## src/rtl/clk_gate_ctrl_pkg.sv

```systemverilog
// Shared types and default parameters for the clock-gating controller.
// Holds the per-domain FSM state encoding and the default sizing constants
// used by clk_gate_ctrl and clk_gate_dom_fsm.
package clk_gate_ctrl_pkg;

  localparam int DEF_NUM_DOM  = 4;
  localparam int DEF_IDLE_W   = 8;
  localparam int DEF_WAKE_CYC = 2;

  typedef enum logic [1:0] {
    ST_RUN   = 2'd0,
    ST_COUNT = 2'd1,
    ST_GATED = 2'd2,
    ST_WAKE  = 2'd3
  } dom_state_t;

endpackage

```

## src/rtl/clk_gate_dom_fsm.sv

```systemverilog
// Single-domain clock-gating FSM (RUN -> COUNT -> GATED -> WAKE -> RUN) with idle/settle counter.
// Latency: all outputs registered; they change on the same edge as the state transition.
// Backpressure: wake_req is a level held by the requester until o_wake_ack; no other flow control.
// Ports: i_clk/i_rst (sync active-high), i_test_mode, i_idle_thresh, i_gate_permit,
//        i_busy, i_wake_req -> o_wake_ack, o_gate_en, o_gated.
module clk_gate_dom_fsm
  import clk_gate_ctrl_pkg::*;
#(
  parameter int IDLE_W   = DEF_IDLE_W,
  parameter int WAKE_CYC = DEF_WAKE_CYC
) (
  input  logic              i_clk,
  input  logic              i_rst,
  input  logic              i_test_mode,
  input  logic [IDLE_W-1:0] i_idle_thresh,
  input  logic              i_gate_permit,
  input  logic              i_busy,
  input  logic              i_wake_req,
  output logic              o_wake_ack,
  output logic              o_gate_en,
  output logic              o_gated
);

  // Counter value on the last settle cycle of WAKE.
  localparam logic [IDLE_W-1:0] WAKE_LAST = IDLE_W'(WAKE_CYC - 1);

  dom_state_t        r_state;
  dom_state_t        w_state_nxt;
  logic [IDLE_W-1:0] r_cnt;
  logic [IDLE_W-1:0] w_cnt_nxt;
  logic              r_gate_en;
  logic              r_gated;
  logic              r_wake_ack;
  logic              w_gate_en_nxt;
  logic              w_gated_nxt;
  logic              w_wake_ack_nxt;

  logic              w_idle_ok;
  logic              w_wake_trig;
  logic [IDLE_W-1:0] w_thresh_last;

  // Idle qualifies only with no activity, no request, no test override and a
  // non-zero threshold; any of those failing aborts counting before gating.
  assign w_idle_ok     = i_gate_permit & ~i_busy & ~i_wake_req & ~i_test_mode &
                         (i_idle_thresh != '0);
  assign w_wake_trig   = i_wake_req | i_busy | i_test_mode | ~i_gate_permit;
  // Only consulted when the threshold is non-zero, so no underflow matters.
  assign w_thresh_last = i_idle_thresh - IDLE_W'(1);

  always_comb begin
    w_state_nxt = r_state;
    w_cnt_nxt   = r_cnt;
    unique case (r_state)
      ST_RUN: begin
        if (w_idle_ok) begin
          w_state_nxt = ST_COUNT;
          w_cnt_nxt   = '0;
        end
      end
      ST_COUNT: begin
        if (!w_idle_ok) begin
          w_state_nxt = ST_RUN;
        end else if (r_cnt >= w_thresh_last) begin
          // Live compare: a threshold lowered below the count gates next edge.
          w_state_nxt = ST_GATED;
        end else begin
          w_cnt_nxt = r_cnt + IDLE_W'(1);
        end
      end
      ST_GATED: begin
        if (w_wake_trig) begin
          w_state_nxt = ST_WAKE;
          w_cnt_nxt   = '0;
        end
      end
      ST_WAKE: begin
        // Fixed settle time; nothing can shorten it.
        if (r_cnt >= WAKE_LAST) begin
          w_state_nxt = ST_RUN;
        end else begin
          w_cnt_nxt = r_cnt + IDLE_W'(1);
        end
      end
      default: begin
        w_state_nxt = ST_RUN;
        w_cnt_nxt   = '0;
      end
    endcase

    // Outputs follow the next state so they update with the transition edge.
    w_gate_en_nxt  = (w_state_nxt != ST_GATED);
    w_gated_nxt    = (w_state_nxt == ST_GATED);
    w_wake_ack_nxt = (w_state_nxt == ST_RUN) & i_wake_req;
  end

  always_ff @(posedge i_clk) begin
    if (i_rst) begin
      r_state    <= ST_RUN;
      r_cnt      <= '0;
      r_gate_en  <= 1'b1;
      r_gated    <= 1'b0;
      r_wake_ack <= 1'b0;
    end else begin
      r_state    <= w_state_nxt;
      r_cnt      <= w_cnt_nxt;
      r_gate_en  <= w_gate_en_nxt;
      r_gated    <= w_gated_nxt;
      r_wake_ack <= w_wake_ack_nxt;
    end
  end

  assign o_gate_en  = r_gate_en;
  assign o_gated    = r_gated;
  assign o_wake_ack = r_wake_ack;

endmodule

```

## src/rtl/clk_gate_ctrl.sv

```systemverilog
// Multi-domain clock-gating controller: one independent FSM per domain, shared config fanned out.
// Latency: outputs registered, updating on the edge of the causing transition.
// Backpressure: per-domain level wake_req held until wake_ack; no other flow control.
// Ports: clk_in, rst (sync active-high), test_mode, cfg_idle_thresh, cfg_gate_en,
//        dom_busy, wake_req -> wake_ack, gate_en, dom_gated (all NUM_DOM wide).
module clk_gate_ctrl
  import clk_gate_ctrl_pkg::*;
#(
  parameter int NUM_DOM  = DEF_NUM_DOM,
  parameter int IDLE_W   = DEF_IDLE_W,
  parameter int WAKE_CYC = DEF_WAKE_CYC
) (
  input  logic               clk_in,
  input  logic               rst,
  input  logic               test_mode,
  input  logic [IDLE_W-1:0]  cfg_idle_thresh,
  input  logic [NUM_DOM-1:0] cfg_gate_en,
  input  logic [NUM_DOM-1:0] dom_busy,
  input  logic [NUM_DOM-1:0] wake_req,
  output logic [NUM_DOM-1:0] wake_ack,
  output logic [NUM_DOM-1:0] gate_en,
  output logic [NUM_DOM-1:0] dom_gated
);

  for (genvar g = 0; g < NUM_DOM; g++) begin : g_dom
    clk_gate_dom_fsm #(
      .IDLE_W   (IDLE_W),
      .WAKE_CYC (WAKE_CYC)
    ) u_dom (
      .i_clk         (clk_in),
      .i_rst         (rst),
      .i_test_mode   (test_mode),
      .i_idle_thresh (cfg_idle_thresh),
      .i_gate_permit (cfg_gate_en[g]),
      .i_busy        (dom_busy[g]),
      .i_wake_req    (wake_req[g]),
      .o_wake_ack    (wake_ack[g]),
      .o_gate_en     (gate_en[g]),
      .o_gated       (dom_gated[g])
    );
  end

endmodule
```

## config.mk

```make
export PLATFORM = sky130hd
export DESIGN_NAME = clk_gate_ctrl
export DESIGN_NICKNAME = d
export VERILOG_FILES = /design/src/rtl/clk_gate_ctrl_pkg.sv /design/src/rtl/clk_gate_dom_fsm.sv /design/src/rtl/clk_gate_ctrl.sv
export SDC_FILE = /design/constraint.sdc
export NUM_CORES = 1
export LEC_CHECK = 0
export BUFFER_PORTS_ARGS = -buffer_cell sky130_fd_sc_hd__buf_2
export CORE_MARGIN = 2
export CORE_UTILIZATION = 55
export CTS_BUF_LIST = sky130_fd_sc_hd__clkbuf_8
export DETAILED_ROUTE_END_ITERATION = 7
export PLACE_DENSITY_LB_ADDON = 0.08
export SKIP_LAST_GASP = 1
export SYNTH_ARGS = -nofsm -noshare
export SYNTH_HDL_FRONTEND = slang
export SYNTH_SLANG_ARGS = --single-unit
```

## constraint.sdc

```tcl
create_clock -name clk_in -period 3.3 [get_ports clk_in]
set_input_delay 0.66 -clock clk_in [delete_from_list [all_inputs] [get_ports clk_in]]
set_output_delay 0.66 -clock clk_in [all_outputs]
set_load 0.02 [all_outputs]
```

=== Word level (Yosys, flattened, before mapping) ===
Cells that the tools add are included.
Widths: inputs -> output; s select.

* Bits in registers: 52
* Latch bits: 0
* Memory bits (writable): 0
* Bits in read-only memories: 0
* Bits of input ports: 23
* Output and inout port bits: 12
* Memories: 0

* $add $sub $neg: 5
* Multipliers: 0
* Div/mod/pow operators: 0
* Order comparisons: 8
* Equal/unequal tests: 40
* Shift operators: 0
* Muxes and demuxes: 48
* Bitwise operators: 45
* Reduce and logical (&&, ||, !) cells: 13

{| class="wikitable"
|+ Operator list
! cell !! number
|-
| $mux 8 || 20
|-
| $pmux 8 s4 || 4
|-
| $mux 2 || 20
|-
| $add 8x1->8 const B || 4
|-
| $ge 8x1->1 const B || 4
|-
| $ge 8x8->1 || 4
|-
| $pmux 2 s4 || 4
|-
| $eq 2x2->1 const B || 12
|-
| $ne 2x1->1 const B || 12
|-
| $ne 2x2->1 const B || 12
|-
| $and 1x1->1 || 20
|-
| $reduce_and 5->1 || 4
|-
| $logic_not 2->1 || 8
|-
| $not 1->1 || 13
|-
| $or 1x1->1 || 12
|-
| $eq 2x1->1 const B || 4
|-
| $reduce_bool 8->1 || 1
|-
| $sub 8x1->8 const B || 1
|}

=== Longest topological paths before layout ===
Gate-level depths: netlist (run 1).

* Depth after elaboration: 9
* Mapped depth: 14

=== Cells and area by module ===
Synthesis (run 1) repeated with hierarchy kept, for this count alone.

* Cell total of the unflattened synthesis: 448
* Area, all modules: 3933.8 sq um

{| class="wikitable"
|+ Modules (own cells, without submodules)
! module !! times used !! cells an instance !! area an instance (sq um) !! seq. area each (sq um)
|-
| clk_gate_dom_fsm || 4 || 112 || 983.4 || 260.2
|}

=== Worst setup path before layout (run 1) ===
No wires, ideal clock.

* Path kind: input to register
* Start point: input cfg_idle_thresh[0]
* End point: register g_dom[1].u_dom.r_cnt[6]
* Setup time: 0.070 ns
* Data arrival time: 3.127 ns
* Data required time: 3.230 ns
* Setup slack: 0.103 ns
* Stages: 13
* Path buffers: 1
* Cells stage by stage: inv_1 -> ha_1 -> xnor2_1 -> ha_1 -> a21o_1 -> a31oi_1 -> o21ai_0 -> a22oi_1 -> a221oi_2 -> or2_1 -> buf_2 -> or3_1 -> a21oi_1

* Longest elaborated chain between the ends: 4

{| class="wikitable"
|+ RTL lines
! item !! line !! RTL
|-
| start: declaration || clk_gate_ctrl.sv:16 || <nowiki>input logic [IDLE_W-1:0] cfg_idle_thresh,</nowiki>
|-
| $sub 8x1->8 or $reduce_bool 8->1 (tied branches) || clk_gate_dom_fsm.sv:48, clk_gate_dom_fsm.sv:45 ||
|-
| $ge 8x8->1 or $and 1x1->1 (tied branches) || clk_gate_dom_fsm.sv:63, clk_gate_dom_fsm.sv:44 ||
|-
| $ne 2x2->1 (no source line) or $ne 2x1->1 (tied branches) || n/a ||
|-
| $reduce_and 5->1 (no source line) * || n/a ||
|-
| end signal: assignment || clk_gate_dom_fsm.sv:105 || <nowiki>r_cnt <= w_cnt_nxt;</nowiki>
|-
| end: declaration || clk_gate_dom_fsm.sv:29 || <nowiki>logic [IDLE_W-1:0] r_cnt;</nowiki>
|}

Every way passes the cells marked *; elsewhere a longest branch is shown, timed or not.
A chain may end at the register's enable or synchronous reset.

=== Worst setup path in the final report (run 1) ===
Same ends and word-level chain as after synthesis.

==> impl_metrics.prom, run 1 <==
# TYPE chip_impl_metric gauge
chip_impl_metric{name="clockBufferDepth",unit=""} 2
chip_impl_metric{name="max_slew.worst_pin.slew",unit="ns"} 0.664
chip_impl_metric{name="synthArstFlopShare",unit="%"} 0
chip_impl_metric{name="final.setup.worst_slack",unit="ns"} 0.270
chip_impl_metric{name="area_growth_syn_to_layout",unit="%"} 12.5
chip_impl_metric{name="worstPathArrival",unit="ns"} 3.27
chip_impl_metric{name="placementRows",unit=""} 28
chip_impl_metric{name="ys_seq_area_share",unit="%"} 30.6
chip_impl_metric{name="n_antenna_cell",unit=""} 0
chip_impl_metric{name="post_synthesis_cell_type_count",unit=""} 62
chip_impl_metric{name="fin_area",unit="mm²"} 0.00383
chip_impl_metric{name="required",unit="ns"} 3.54
chip_impl_metric{name="flop_and_latch_count_out_of_synthesis",unit=""} 52
chip_impl_metric{name="top_level_ports",unit=""} 35
chip_impl_metric{name="detailed_route_vias_per_instance",unit=""} 5.79
chip_impl_metric{name="fp.dieW",unit="µm"} 82.7
chip_impl_metric{name="ys.warnings.count",unit=""} 0
chip_impl_metric{name="final_antenna_net_count",unit=""} 0
chip_impl_metric{name="pre_cts_ws",unit="ns"} -0.130
chip_impl_metric{name="synthesis.area",unit="mm²"} 0.00340
chip_impl_metric{name="timing.max_cap.violations",unit=""} 0
chip_impl_metric{name="clkLatencyLatePin",unit="ns"} 0.31
chip_impl_metric{name="routed_wire_length",unit="µm"} 7320
chip_impl_metric{name="clock-skew-final",unit="ns"} 0.00868
chip_impl_metric{name="grt_pass1_vias",unit=""} 2735
chip_impl_info{name="cts_root_buffer",value="sky130_fd_sc_hd__clkbuf_8"} 1
chip_impl_metric{name="die_area",unit="mm²"} 0.00684
chip_impl_metric{name="setup_violations",unit=""} 0
chip_impl_metric{name="maxSlewHeadroom",unit="%"} 55.4
chip_impl_metric{name="synthDominantCellAreaShare",unit="%"} 30.6
chip_impl_info{name="outcome",value="completed"} 1
chip_impl_info{name="netlist_top_cells_area",value="sky130_fd_sc_hd__dfxtp_1 (31%), sky130_fd_sc_hd__ha_1 (12%), sky130_fd_sc_hd__a21oi_1 (5.3%)"} 1
chip_impl_metric{name="avgRoutedWirePerCell",unit="µm"} 13.9
chip_impl_metric{name="globalRouteTotalUtil",unit="%"} 23.4
chip_impl_metric{name="timing_hold_violations_final",unit=""} 0
chip_impl_metric{name="power",unit="mW"} 1.21
chip_impl_metric{name="fin_util",unit="%"} 64.3
chip_impl_metric{name="globalplace.congestion",unit=""} 0.832
chip_impl_metric{name="dr.pass1.iters",unit=""} 4
chip_impl_metric{name="finish.net_count",unit=""} 508
chip_impl_metric{name="first_pass_grt_wire_length",unit="µm"} 12400
chip_impl_metric{name="drive_gt1_share",unit="%"} 17.0
chip_impl_metric{name="synth_enable_flop_cells",unit=""} 0
chip_impl_metric{name="multiInputGateArea",unit="mm²"} 0.00216
chip_impl_metric{name="cts_hold_repair.buffers",unit=""} 0
chip_impl_info{name="synthMostInstantiatedCell",value="sky130_fd_sc_hd__dfxtp_1"} 1
chip_impl_info{name="path_category_of_the_worst_min_delay_check",value="reg2reg"} 1
chip_impl_info{name="synth.cells.most_frequent",value="sky130_fd_sc_hd__dfxtp_1 (52), sky130_fd_sc_hd__a21oi_1 (36), sky130_fd_sc_hd__ha_1 (34), sky130_fd_sc_hd__nor2_1 (33), sky130_fd_sc_hd__o21ai_0 (28)"} 1
chip_impl_metric{name="maxClockFrequency",unit="GHz"} 0.330
chip_impl_metric{name="initial_core_utilization",unit="%"} 57.2
chip_impl_metric{name="count_of_mapped_cells_out_of_synthesis",unit=""} 410
chip_impl_metric{name="detail_route.drc_violations",unit=""} 0
chip_impl_metric{name="io_buffers",unit=""} 34
chip_impl_metric{name="fin_worst_hold_slack",unit="ns"} 0.532
chip_impl_info{name="ys.flop_type",value="sky130_fd_sc_hd__dfxtp_1"} 1
chip_impl_metric{name="drtIter0Drc",unit=""} 93
chip_impl_info{name="cts_tree",value="yes"} 1
chip_impl_metric{name="routed-via-count",unit=""} 3052
chip_impl_metric{name="tritoncts_sinks",unit=""} 52
chip_impl_metric{name="core_area",unit="mm²"} 0.00596
chip_impl_metric{name="fillers",unit=""} 528
chip_impl_metric{name="mappedNetlistNets",unit=""} 467
chip_impl_info{name="critical_path.endpoint_type",value="flip-flop"} 1
chip_impl_metric{name="antenna_violations_before_repair",unit=""} 0
chip_impl_info{name="timing.setup.critical_path_class",value="in2reg"} 1
chip_impl_info{name="yosys.area.top_type",value="sky130_fd_sc_hd__dfxtp_1"} 1
chip_impl_metric{name="grt_max_degree",unit=""} 29
chip_impl_metric{name="dieHeight",unit="µm"} 82.7
chip_impl_metric{name="finalMaxSlewViolations",unit=""} 0
chip_impl_metric{name="final_period_minus_worst_setup_slack",unit="ns"} 3.03
chip_impl_metric{name="power.static_leakage",unit="nW"} 1.48
chip_impl_info{name="critPathLaunchType",value="input pin"} 1
chip_impl_metric{name="post_cts_gate_resize_count",unit=""} 0
chip_impl_metric{name="dpl-instance-area",unit="mm²"} 0.00371
chip_impl_metric{name="dpl.hpwl",unit="µm"} 5590
chip_impl_metric{name="ir_drop",unit="V"} 0.000181
chip_impl_metric{name="critical_path_peak_fanout",unit=""} 5
chip_impl_metric{name="numCtsBuffers",unit=""} 5
chip_impl_metric{name="syn-mean-instance-area",unit="µm²"} 8.30
chip_impl_metric{name="post-cts-setup-buffers",unit=""} 0
chip_impl_metric{name="clkTransAtPathRegs",unit="ns"} 0.09
chip_impl_metric{name="final.period_utilization",unit="%"} 91.8
chip_impl_metric{name="cts.htree.levels",unit=""} 2
chip_impl_metric{name="register_area",unit="mm²"} 0.00104
chip_impl_metric{name="grt-ovfl-total",unit=""} 0
chip_impl_metric{name="power_per_cell_area",unit="mW/mm²"} 316
chip_impl_info{name="setup_repair_after_global_routing_missed_its_margin",value="no"} 1
critical path, stage by stage:
cell,delay (ns)
sky130_fd_sc_hd__buf_2,0.10
sky130_fd_sc_hd__inv_1,0.05
sky130_fd_sc_hd__ha_1,0.23
sky130_fd_sc_hd__xnor2_2,0.16
sky130_fd_sc_hd__buf_4,0.16
sky130_fd_sc_hd__ha_1,0.28
sky130_fd_sc_hd__a21o_1,0.18
sky130_fd_sc_hd__a31oi_1,0.14
sky130_fd_sc_hd__o21ai_0,0.14
sky130_fd_sc_hd__a22oi_1,0.25
sky130_fd_sc_hd__a221oi_2,0.12
sky130_fd_sc_hd__or2_1,0.30
sky130_fd_sc_hd__or3_1,0.36
sky130_fd_sc_hd__a21oi_1,0.13
power by group:
group | internal [mW] | switching [mW] | total (mW) | leakage [nW]
clock network | 0.222 | 0.214 | 0.436 | 0.0593
registers | 0.631 | 0.00271 | 0.634 | 0.420
logic | 0.0586 | 0.0829 | 0.142 | 0.999
flip-flops by register name, indices dropped and copies added, names as in the netlist:
signal,count
g_dom.u_dom.r_cnt,32
g_dom.u_dom.r_state,8
g_dom.u_dom.o_gate_en,4
g_dom.u_dom.o_gated,4
g_dom.u_dom.o_wake_ack,4
metal layers:
metal  routed length, µm  global-route usage (%)  up-vias
met1                3450                    29.2     1437
met4                  85                    5.57        0
met5                   0                       0        -
met3                 212                    4.35        9
li1                    -                       -     1564
met2                3570                    41.5       42
stage by stage:
stage,instances,TNS [ns]
2_1_floorplan,410,0
6_report,527,0
3_3_place_gp,519,-0.217
3_5_place_dp,519,-1.07
5_1_grt,527,0
4_1_cts,527,0
cells by family after synthesis:
logic type	Yosys count	synth area share (%)
XOR/XNOR	13	3.34
buffers and inverters	44	6.47
AND/OR/NAND/NOR	147	23.3
AO/OA/AOI/OAI	116	22.6
adder cells (fa/ha/maj)	38	13.7
flip-flops	52	30.6
cells in the final DEF (no fill, tap or decap), drive strengths merged, types with 2 or more instances in the layout:
cell type,count
buf,56
dfxtp,52
a21oi,37
ha,34
nor2,33
o21ai,30
nand2,28
inv,23
nand3,16
or3,12
xnor2,11
nor3,10
nand2b,8
nor4,8
and2,6
nand4,6
a21o,6
a31oi,6
o211ai,5
clkbuf,5
o31ai,4
a21boi,4
maj3,4
or4,3
a41oi,3
a22oi,3
nor3b,3
nor4b,3
or2,3
a211oi,3
xor2,2
and4b,2
a211o,2
or4b,2
o2bb2ai,2
a221oi,2
a311oi,2
final timing paths:
kind | from | to | slack [ns] | cells past startpoint
max | cfg_idle_thresh[0] | g_dom[1].u_dom.r_cnt[6] | 0.27 | 14
min reg2reg | g_dom[0].u_dom.r_cnt[1] | g_dom[0].u_dom.r_cnt[1] | 0.53 | 2
max reg2reg | g_dom[3].u_dom.r_cnt[0] | g_dom[3].u_dom.r_cnt[5] | 0.74 | 10
min | g_dom[0].u_dom.r_cnt[1] | g_dom[0].u_dom.r_cnt[1] | 0.53 | 2
layout make-up:
cell class | instances | area share [%]
clock inverters | 3 | 1.01
well taps | 75 | 2.45
inverters | 22 | 2.16
flip-flops and latches | 52 | 27.2
repair buffers | 56 | 9.08
multi-input cells | 314 | 56.3
clock buffers | 5 | 1.80
Power figures use the tool's default switching activity.
==> run 2: changes to the inputs <==
Settings changed: RECOVER_POWER set to 100.
==> run 2 against run 1 <==
  * Final area fell by 0.88%
  * Global-route usage did not move
  * Clock power barely moved
  * Critical path depth did not move
  * Clock-buffer cell count did not move
  * Via count did not move
  * Register-to-register slack barely moved
  * Largest cell class unchanged
==> impl_metrics.prom, run 2 (same netlist as run 1, synthesis figures left out) <==
# TYPE chip_impl_metric gauge
chip_impl_metric{name="ir_drop",unit="V"} 0.000181
chip_impl_metric{name="relative_contribution_of_combinational_cells_to_total_power",unit="%"} 11.5
chip_impl_metric{name="io_buffers",unit=""} 34
chip_impl_metric{name="largest_reg_flops",unit=""} 32
chip_impl_metric{name="clock-skew-final",unit="ns"} 0.00919
chip_impl_metric{name="detail_route.drc_violations",unit=""} 0
chip_impl_metric{name="cts_hold_repair.buffers",unit=""} 0
chip_impl_metric{name="globalplace.congestion",unit=""} 0.832
chip_impl_metric{name="post-cts-setup-buffers",unit=""} 0
chip_impl_metric{name="wl_met1",unit="µm"} 3440
chip_impl_metric{name="power",unit="mW"} 1.21
chip_impl_metric{name="globalRouteTotalUtil",unit="%"} 23.4
chip_impl_metric{name="avgRoutedWirePerCell",unit="µm"} 13.8
chip_impl_info{name="largest-register",value="g_dom.u_dom.r_cnt"} 1
chip_impl_metric{name="dpl.hpwl",unit="µm"} 5590
chip_impl_metric{name="required",unit="ns"} 3.54
chip_impl_metric{name="n_antenna_cell",unit=""} 0
chip_impl_info{name="cts_tree",value="yes"} 1
chip_impl_metric{name="numCtsBuffers",unit=""} 5
chip_impl_metric{name="top_level_ports",unit=""} 35
chip_impl_metric{name="timing.max_cap.violations",unit=""} 0
chip_impl_info{name="critical_path.endpoint_type",value="flip-flop"} 1
chip_impl_metric{name="dr.pass1.iters",unit=""} 4
chip_impl_metric{name="grt-ovfl-total",unit=""} 0
chip_impl_metric{name="multiInputGateArea",unit="mm²"} 0.00216
chip_impl_metric{name="clkTransAtPathRegs",unit="ns"} 0.09
chip_impl_info{name="final_common_cell",value="sky130_fd_sc_hd__dfxtp_1"} 1
chip_impl_metric{name="power_switching",unit="µW"} 299
chip_impl_metric{name="final.setup.worst_slack",unit="ns"} 0.245
chip_impl_info{name="timing.setup.critical_path_class",value="in2reg"} 1
chip_impl_info{name="outcome",value="completed"} 1
chip_impl_metric{name="finish.net_count",unit=""} 508
chip_impl_metric{name="setup_violations",unit=""} 0
chip_impl_metric{name="wl_met2",unit="µm"} 3540
chip_impl_metric{name="routed-via-count",unit=""} 3052
chip_impl_metric{name="grt_max_degree",unit=""} 29
chip_impl_metric{name="die_area",unit="mm²"} 0.00684
chip_impl_metric{name="total_internal_power",unit="µW"} 911
chip_impl_metric{name="clockBufferDepth",unit=""} 2
chip_impl_metric{name="power_frac_clock",unit="%"} 36.0
chip_impl_metric{name="met3_length",unit="µm"} 239
chip_impl_metric{name="drtIter0Drc",unit=""} 91
chip_impl_info{name="setup_repair_after_global_routing_missed_its_margin",value="no"} 1
chip_impl_metric{name="grt_pass1_vias",unit=""} 2735
chip_impl_metric{name="drive_gt1_share",unit="%"} 13.3
chip_impl_info{name="path_category_of_the_worst_min_delay_check",value="reg2reg"} 1
chip_impl_info{name="critPathLaunchType",value="input pin"} 1
chip_impl_info{name="layout.cells.most_common_list",value="sky130_fd_sc_hd__dfxtp_1 (52), sky130_fd_sc_hd__a21oi_1 (36), sky130_fd_sc_hd__ha_1 (34)"} 1
chip_impl_metric{name="power_per_cell_area",unit="mW/mm²"} 319
chip_impl_metric{name="max_slew.worst_pin.slew",unit="ns"} 0.659
chip_impl_info{name="cts_root_buffer",value="sky130_fd_sc_hd__clkbuf_8"} 1
chip_impl_metric{name="placementRows",unit=""} 28
chip_impl_metric{name="final_antenna_net_count",unit=""} 0
chip_impl_metric{name="antenna_violations_before_repair",unit=""} 0
chip_impl_metric{name="register_area",unit="mm²"} 0.00104
chip_impl_metric{name="fin_worst_hold_slack",unit="ns"} 0.529
chip_impl_metric{name="fp.dieW",unit="µm"} 82.7
chip_impl_info{name="uppermost_signal_routing_layer_after_detailed_routing",value="met4"} 1
chip_impl_metric{name="final.period_utilization",unit="%"} 92.6
chip_impl_metric{name="detailed_route_vias_per_instance",unit=""} 5.79
chip_impl_metric{name="critical_path_peak_fanout",unit=""} 5
chip_impl_metric{name="worstPathArrival",unit="ns"} 3.30
chip_impl_metric{name="clkLatencyLatePin",unit="ns"} 0.31
chip_impl_metric{name="first_pass_grt_wire_length",unit="µm"} 12400
chip_impl_metric{name="routed_wire_length",unit="µm"} 7290
chip_impl_metric{name="timing_hold_violations_final",unit=""} 0
chip_impl_metric{name="tritoncts_sinks",unit=""} 52
chip_impl_metric{name="cts.htree.levels",unit=""} 2
chip_impl_metric{name="fillers",unit=""} 548
chip_impl_metric{name="core_area",unit="mm²"} 0.00596
chip_impl_metric{name="finalMaxSlewViolations",unit=""} 0
chip_impl_metric{name="final_period_minus_worst_setup_slack",unit="ns"} 3.06
chip_impl_metric{name="sw_ratio",unit="%"} 24.7
chip_impl_info{name="reg_top3",value="g_dom.u_dom.r_cnt (32), g_dom.u_dom.r_state (8)"} 1
chip_impl_metric{name="area_growth_syn_to_layout",unit="%"} 11.5
chip_impl_metric{name="dieHeight",unit="µm"} 82.7
chip_impl_metric{name="initial_core_utilization",unit="%"} 57.2
chip_impl_metric{name="power.static_leakage",unit="nW"} 1.42
chip_impl_metric{name="maxClockFrequency",unit="GHz"} 0.327
chip_impl_metric{name="seq_power_share",unit="%"} 52.4
chip_impl_metric{name="pre_cts_ws",unit="ns"} -0.130
chip_impl_metric{name="maxSlewHeadroom",unit="%"} 55.8
-- run 2: cell count changes in the layout (fill, tap and decap cells not counted) --
cell,change
sky130_fd_sc_hd__clkbuf_1,+17
sky130_fd_sc_hd__buf_2,-12
sky130_fd_sc_hd__buf_4,-8
sky130_fd_sc_hd__a21boi_0,+3
sky130_fd_sc_hd__a21boi_1,-3
sky130_fd_sc_hd__clkbuf_4,+3
sky130_fd_sc_hd__or2_0,+1
sky130_fd_sc_hd__or2_1,-1
-- run 2: path summary, 6_finish.rpt --
kind	from	endpoint	slack, ns	cells after the start
worst max-delay path	cfg_idle_thresh[0]	g_dom[1].u_dom.r_cnt[6]	0.24	14
worst min-delay path	g_dom[0].u_dom.r_cnt[1]	g_dom[0].u_dom.r_cnt[1]	0.53	2
worst max register to register	g_dom[3].u_dom.r_cnt[0]	g_dom[3].u_dom.r_cnt[5]	0.74	10
worst min register to register	g_dom[0].u_dom.r_cnt[1]	g_dom[0].u_dom.r_cnt[1]	0.53	2
-- run 2: metrics by stage --
step                TNS [ns]  instance area, µm²  utilization [%]  std cells
finish                     0                3800             63.8        527
global route               0                3800             63.8        527
detailed placement     -1.07                3710             62.3        519
CTS                        0                3820             64.1        527
global placement      -0.217                3710             62.3        519
floorplan                  0                3400                -        410
-- run 2: power by group through the flow --
stage	Sequential [mW]	Clock, mW	Combinational (mW)
floorplan	0.648	0	0.0854
global placement	0.649	0	0.135
detailed placement	0.649	0	0.139
CTS	0.634	0.449	0.140
global route	0.635	0.466	0.158
finish	0.634	0.436	0.140
-- run 2: routing by layer --
metal	track usage, %	vias to the layer above
met2	41.5	51
met4	5.57	0
met5	0	-
met3	4.35	8
met1	29.2	1427
li1	-	1566
-- run 2: layout make-up --
type                            instances  area share, %
Multi-Input combinational cell        314           56.8
Sequential cell                        52           27.4
Timing Repair Buffer                   56           8.27
Tap cell                               75           2.47
Inverter                               22           2.17
Clock buffer                            5           1.81
Clock inverter                          3           1.02
-- run 2: critical path, cell delays in order --
cell,delay (ns)
sky130_fd_sc_hd__buf_2,0.10
sky130_fd_sc_hd__inv_1,0.05
sky130_fd_sc_hd__ha_1,0.23
sky130_fd_sc_hd__xnor2_2,0.16
sky130_fd_sc_hd__buf_4,0.16
sky130_fd_sc_hd__ha_1,0.28
sky130_fd_sc_hd__a21o_1,0.18
sky130_fd_sc_hd__a31oi_1,0.14
sky130_fd_sc_hd__o21ai_0,0.14
sky130_fd_sc_hd__a22oi_1,0.25
sky130_fd_sc_hd__a221oi_2,0.12
sky130_fd_sc_hd__or2_0,0.32
sky130_fd_sc_hd__or3_1,0.37
sky130_fd_sc_hd__a21oi_1,0.13
-- run 2: timing repair --
action,CTS,global route
hold endpoints to repair,0,0
endpoints found under the setup margin,0,12
gates resized for setup,0,2
